===== src/rtl/zxuno_regbank.sv =====
// ZX-UNO style two-port register bank: address port selects a register, data port accesses it.
// Optional build macro ZXUNO_REGBANK_AUTOINC_EN: auto-increment register number after each data access.
module zxuno_regbank #(
  parameter logic [15:0] IOADDR   = 16'hFC3B,
  parameter logic [15:0] IODATA   = 16'hFD3B,
  parameter int          NREGS    = 4,
  parameter logic [7:0]  RST_REG0 = 8'h01
) (
  input  logic               clk,
  input  logic               rst_n,
  input  logic [15:0]        a,
  input  logic               iorq_n,
  input  logic               rd_n,
  input  logic               wr_n,
  input  logic [7:0]         din,
  output logic [7:0]         dout,
  output logic               oe_n,
  input  logic [7:0]         ext_din,
  output logic [7:0]         addr,
  output logic [NREGS*8-1:0] regs_flat,
  output logic               read_from_reg,
  output logic               write_to_reg,
  output logic               regaddr_changed,
  output logic               locked
);

  logic       wa_s, ra_s, wd_s, rd_s;
  logic       wa_prev_r, ra_prev_r, wd_prev_r, rd_prev_r;
  logic       wa_start_s, wd_start_s, rd_start_s;
  logic       is_int_s, int_wr_s;
  logic [7:0] raddr_r;
  logic [7:0] int_rdata_s;
  logic [7:0] regs_r [NREGS];

  // Decodes are forced off while reset is asserted so strobes and oe_n stay quiet.
  assign wa_s = rst_n & ~iorq_n & ~wr_n & (a == IOADDR);
  assign ra_s = rst_n & ~iorq_n & ~rd_n & (a == IOADDR);
  assign wd_s = rst_n & ~iorq_n & ~wr_n & (a == IODATA);
  assign rd_s = rst_n & ~iorq_n & ~rd_n & (a == IODATA);

  assign wa_start_s = wa_s & ~wa_prev_r;
  assign wd_start_s = wd_s & ~wd_prev_r;
  assign rd_start_s = rd_s & ~rd_prev_r;

  assign is_int_s = ({1'b0, raddr_r} < 9'(NREGS));
  assign locked   = regs_r[0][7];
  assign int_wr_s = wd_start_s & is_int_s & ~locked;

  assign regaddr_changed = wa_start_s;
  assign read_from_reg   = rd_start_s;
  assign write_to_reg    = wd_start_s & ~is_int_s;
  assign addr            = raddr_r;
  assign oe_n            = ~(ra_s | rd_s);

`ifdef ZXUNO_REGBANK_AUTOINC_EN
  logic data_end_s;
  assign data_end_s = (rd_prev_r & ~rd_s) | (wd_prev_r & ~wd_s);
`endif

  // Access edge detectors and the current register number.
  always_ff @(posedge clk or negedge rst_n) begin
    if (!rst_n) begin
      wa_prev_r <= 1'b0;
      ra_prev_r <= 1'b0;
      wd_prev_r <= 1'b0;
      rd_prev_r <= 1'b0;
      raddr_r   <= 8'h00;
    end else begin
      wa_prev_r <= wa_s;
      ra_prev_r <= ra_s;
      wd_prev_r <= wd_s;
      rd_prev_r <= rd_s;
      if (wa_start_s) begin
        raddr_r <= din;
`ifdef ZXUNO_REGBANK_AUTOINC_EN
      end else if (data_end_s) begin
        raddr_r <= raddr_r + 8'd1;
`endif
      end
    end
  end

  // Internal register file; LOCK (reg 0 bit 7) freezes it until reset.
  always_ff @(posedge clk or negedge rst_n) begin
    if (!rst_n) begin
      for (int k = 0; k < NREGS; k++) begin
        regs_r[k] <= (k == 0) ? RST_REG0 : 8'h00;
      end
    end else if (int_wr_s) begin
      for (int k = 0; k < NREGS; k++) begin
        if (raddr_r == 8'(k)) begin
          regs_r[k] <= din;
        end
      end
    end
  end

  // Mux the addressed internal register without indexing past the array.
  always_comb begin
    int_rdata_s = 8'h00;
    for (int k = 0; k < NREGS; k++) begin
      int_rdata_s = int_rdata_s | (regs_r[k] & {8{raddr_r == 8'(k)}});
    end
  end

  // CPU read data: register number, internal register or external peripheral.
  always_comb begin
    if (ra_s) begin
      dout = raddr_r;
    end else if (rd_s) begin
      dout = is_int_s ? int_rdata_s : ext_din;
    end else begin
      dout = 8'h00;
    end
  end

  for (genvar g = 0; g < NREGS; g++) begin : g_flat
    assign regs_flat[8*g +: 8] = regs_r[g];
  end

endmodule


===== config.mk =====
export PLATFORM = sky130hd
export DESIGN_NAME = zxuno_regbank
export DESIGN_NICKNAME = d
export VERILOG_FILES = /design/src/rtl/zxuno_regbank.sv
export SDC_FILE = /design/constraint.sdc
export NUM_CORES = 1
export LEC_CHECK = 0
export BUFFER_PORTS_ARGS = -buffer_cell sky130_fd_sc_hd__clkbuf_2
export CORE_ASPECT_RATIO = 0.75
export CORE_MARGIN = 5
export CORE_UTILIZATION = 48
export DETAILED_ROUTE_END_ITERATION = 10
export HOLD_SLACK_MARGIN = 0.08
export PLACE_DENSITY_LB_ADDON = 0.2
export SYNTH_ARGS = -nofsm -noshare
export SYNTH_HDL_FRONTEND = slang
export SYNTH_SLANG_ARGS = --single-unit
export TNS_END_PERCENT = 20

===== constraint.sdc =====
create_clock -name clk -period 2.5 [get_ports clk]
set_input_delay 0.125 -clock clk [delete_from_list [all_inputs] [get_ports clk]]
set_output_delay 0.125 -clock clk [all_outputs]
set_load 0.01 [all_outputs]

==> impl_metrics.json <==
{
  "maxCapViolCount": 0,
  "final_layout_size_suffix_gt1_share_pct": 60.2,
  "avgViaCountPerCell": 5.58,
  "tightest_slew_ns": 0.774,
  "async_flop_share_pct": 100,
  "drv_slew": 0,
  "syn_inst": 167,
  "p_leak_nw": 1.50,
  "nets": 295,
  "end_kind": "output pin",
  "fmax_ghz": 0.432,
  "overflow": 0,
  "ioPinCount": 90,
  "setup_viol": 0,
  "min_period_ns": 2.32,
  "p_per_area_mw_per_mm2": 427,
  "ir_drop_v": 0.000371,
  "clk_path_buf_depth": 2,
  "coreArea_sq_mm": 0.00452,
  "yosys_warnings": 0,
  "grt_first_pass_wirelength_microns": 9230,
  "fin_area_sq_mm": 0.00287,
  "antenna_found_initial": 0,
  "globalplace.congestion": 0.780,
  "rsz0062_at_grt": "false",
  "clock-sinks": 43,
  "hpwl_microns": 4210,
  "synth_nets": 204,
  "die_w_microns": 89.3,
  "die_h_microns": 69.4,
  "synth-seq-cells": 43,
  "postRouteAntennaNets": 0,
  "power_mw": 1.22,
  "grt_usage_pct": 19.3,
  "port_buffers": 89,
  "htreeDepth": 2,
  "final_cell_mix": "clkbuf_2, dfrtp_1, mux2_2",
  "drt_first_pass_iters": 4,
  "timing.final.crit_share_pct": 92.7,
  "grt_max_degree": 44,
  "status": "completed",
  "netlist_area_sq_mm": 0.00226,
  "hold_path_class": "primary input to flip-flop",
  "tns_ns": 0,
  "cp.required_ns": 2.38,
  "worstSkewPairLatency_ns": 0.30,
  "crit_start": "addr[7]",
  "final_common_cell": "clkbuf_2",
  "worstSetupPathType": "flip-flop to output pin",
  "synth_edf_count": 0,
  "hold_viol_final": 0,
  "post_dp_cell_area_sq_mm": 0.00276,
  "wire_per_inst_microns": 17.9,
  "cp_max_fo": 10,
  "fp-row-count": 21,
  "fin_skew_ns": 0.00753,
  "cts.clk_slew.worst_paths_ns": 0.08,
  "min-delay-start": "din[5]",
  "cts_root_buf": "clkbuf_8",
  "grt_pass1_vias": 1811,
  "syn_avg_cell_area_sq_um": 13.5,
  "synth-main-ff-cell": "dfrtp_1",
  "synth.distinct_cells": 34,
  "cts_tree": "done",
  "drc": 0,
  "worstSetupStartpointType": "flip-flop",
  "syn2layout_area_growth_pct": 26.7,
  "relSlewSlack_pct": 48.4,
  "wl_microns": 5650,
  "cp.arrival_ns": 2.19,
  "dieArea_sq_mm": 0.00620,
  "cts_setup_buffers": 0,
  "drt_first_iter_violations": 89,
  "cts-buffers-inserted": 5,
  "vias": 1764,
  "r2r_start": "addr[7]",
  "start_util_pct": 50.0,
  "diodes": 0,
  "synth_seq_area_share_pct": 47.6
}
[registers in the layout, indices dropped and copies added, names as in the netlist]
name       cells
locked         1
wd_prev_r      1
addr           8
regs_flat     31
rd_prev_r      1
wa_prev_r      1
[power breakdown]
part           switching [mW]  internal [mW]  leakage (nW)
logic                  0.0421         0.0294         0.867
clock network           0.256          0.200        0.0408
registers           0.0000354          0.695         0.592
total                   0.298          0.924          1.50
[layout make-up]
class | instances | area (sq um)
clock buffers | 5 | 68.8
clock inverters | 3 | 23.8
fillers | 421 | 1650
inverters | 3 | 11.3
multi-input cells | 111 | 1130
flip-flops and latches | 43 | 1080
well taps | 57 | 71.3
repair buffers | 94 | 485
[path summary, 6_finish.rpt]
check | endpoint | slack, ns | cells after the start
max in group asynchronous | regs_flat[0] | 1.65 | 3
worst min register to register | locked | 0.51 | 1
worst max-delay path | dout[5] | 0.18 | 5
worst min-delay path | regs_flat[21] | 0.11 | 2
min in group asynchronous | regs_flat[29] | 0.49 | 3
worst max register to register | regs_flat[17] | 0.24 | 4
[metal layers]
metal  part of all wire, %  routed length, microns  GRT usage, %
met5                     0                       0             0
met4                  0.81                      46          3.64
met3                   7.3                     415          5.82
met2                    48                    2690          30.3
met1                    44                    2500          26.7
[cell usage after synthesis, types with 2 or more instances]
library cell	number	share of area, %
a21oi_1	8	1.8
nor4_4	3	2.8
clkbuf_1	6	1.0
mux2_1	2	1.0
mux2_2	29	14
inv_1	3	0.50
mux2_4	8	5.3
nor3_1	2	0.44
and4b_1	4	1.8
nor2b_1	2	0.55
nand4_4	2	1.9
nand3_1	2	0.44
mux4_2	8	8.0
nand2_1	10	1.7
nor2_1	12	2.0
a211oi_1	7	2.3
dfrtp_1	42	46
[through the flow]
stage	instances	hold slack (ns)	utilization [%]	setup slack, ns
6_report	316	0.106	63.4	0.183
5_1_grt	316	0.110	63.4	0.0184
4_1_cts	316	0.0985	63.3	0.0973
3_5_place_dp	307	0.287	61.0	0.219
3_3_place_gp	307	0.290	61.0	0.245
2_1_floorplan	167	-0.171	-	0.526
[critical path, cell delays in order (launching register included)]
cell and delay (ns):
dfrtp_1 0.45, nor4_4 0.40, and2_1 0.46, nand2_1 0.09
a211oi_1 0.30, clkbuf_2 0.19
[logic make-up after synthesis]
group | share of synthesized area [%]
DFF | 47.6
and+or+nand+nor | 16.0
AOI/OAI and AO/OA | 4.87
buffers and inverters | 2.71
muxes | 28.7
[timing repair]
action,CTS,global route
gates resized for setup,0,1
endpoints found under the hold margin,42,0
hold buffers,1,0
setup endpoints to repair,0,1
Power figures use the tool's default switching activity.
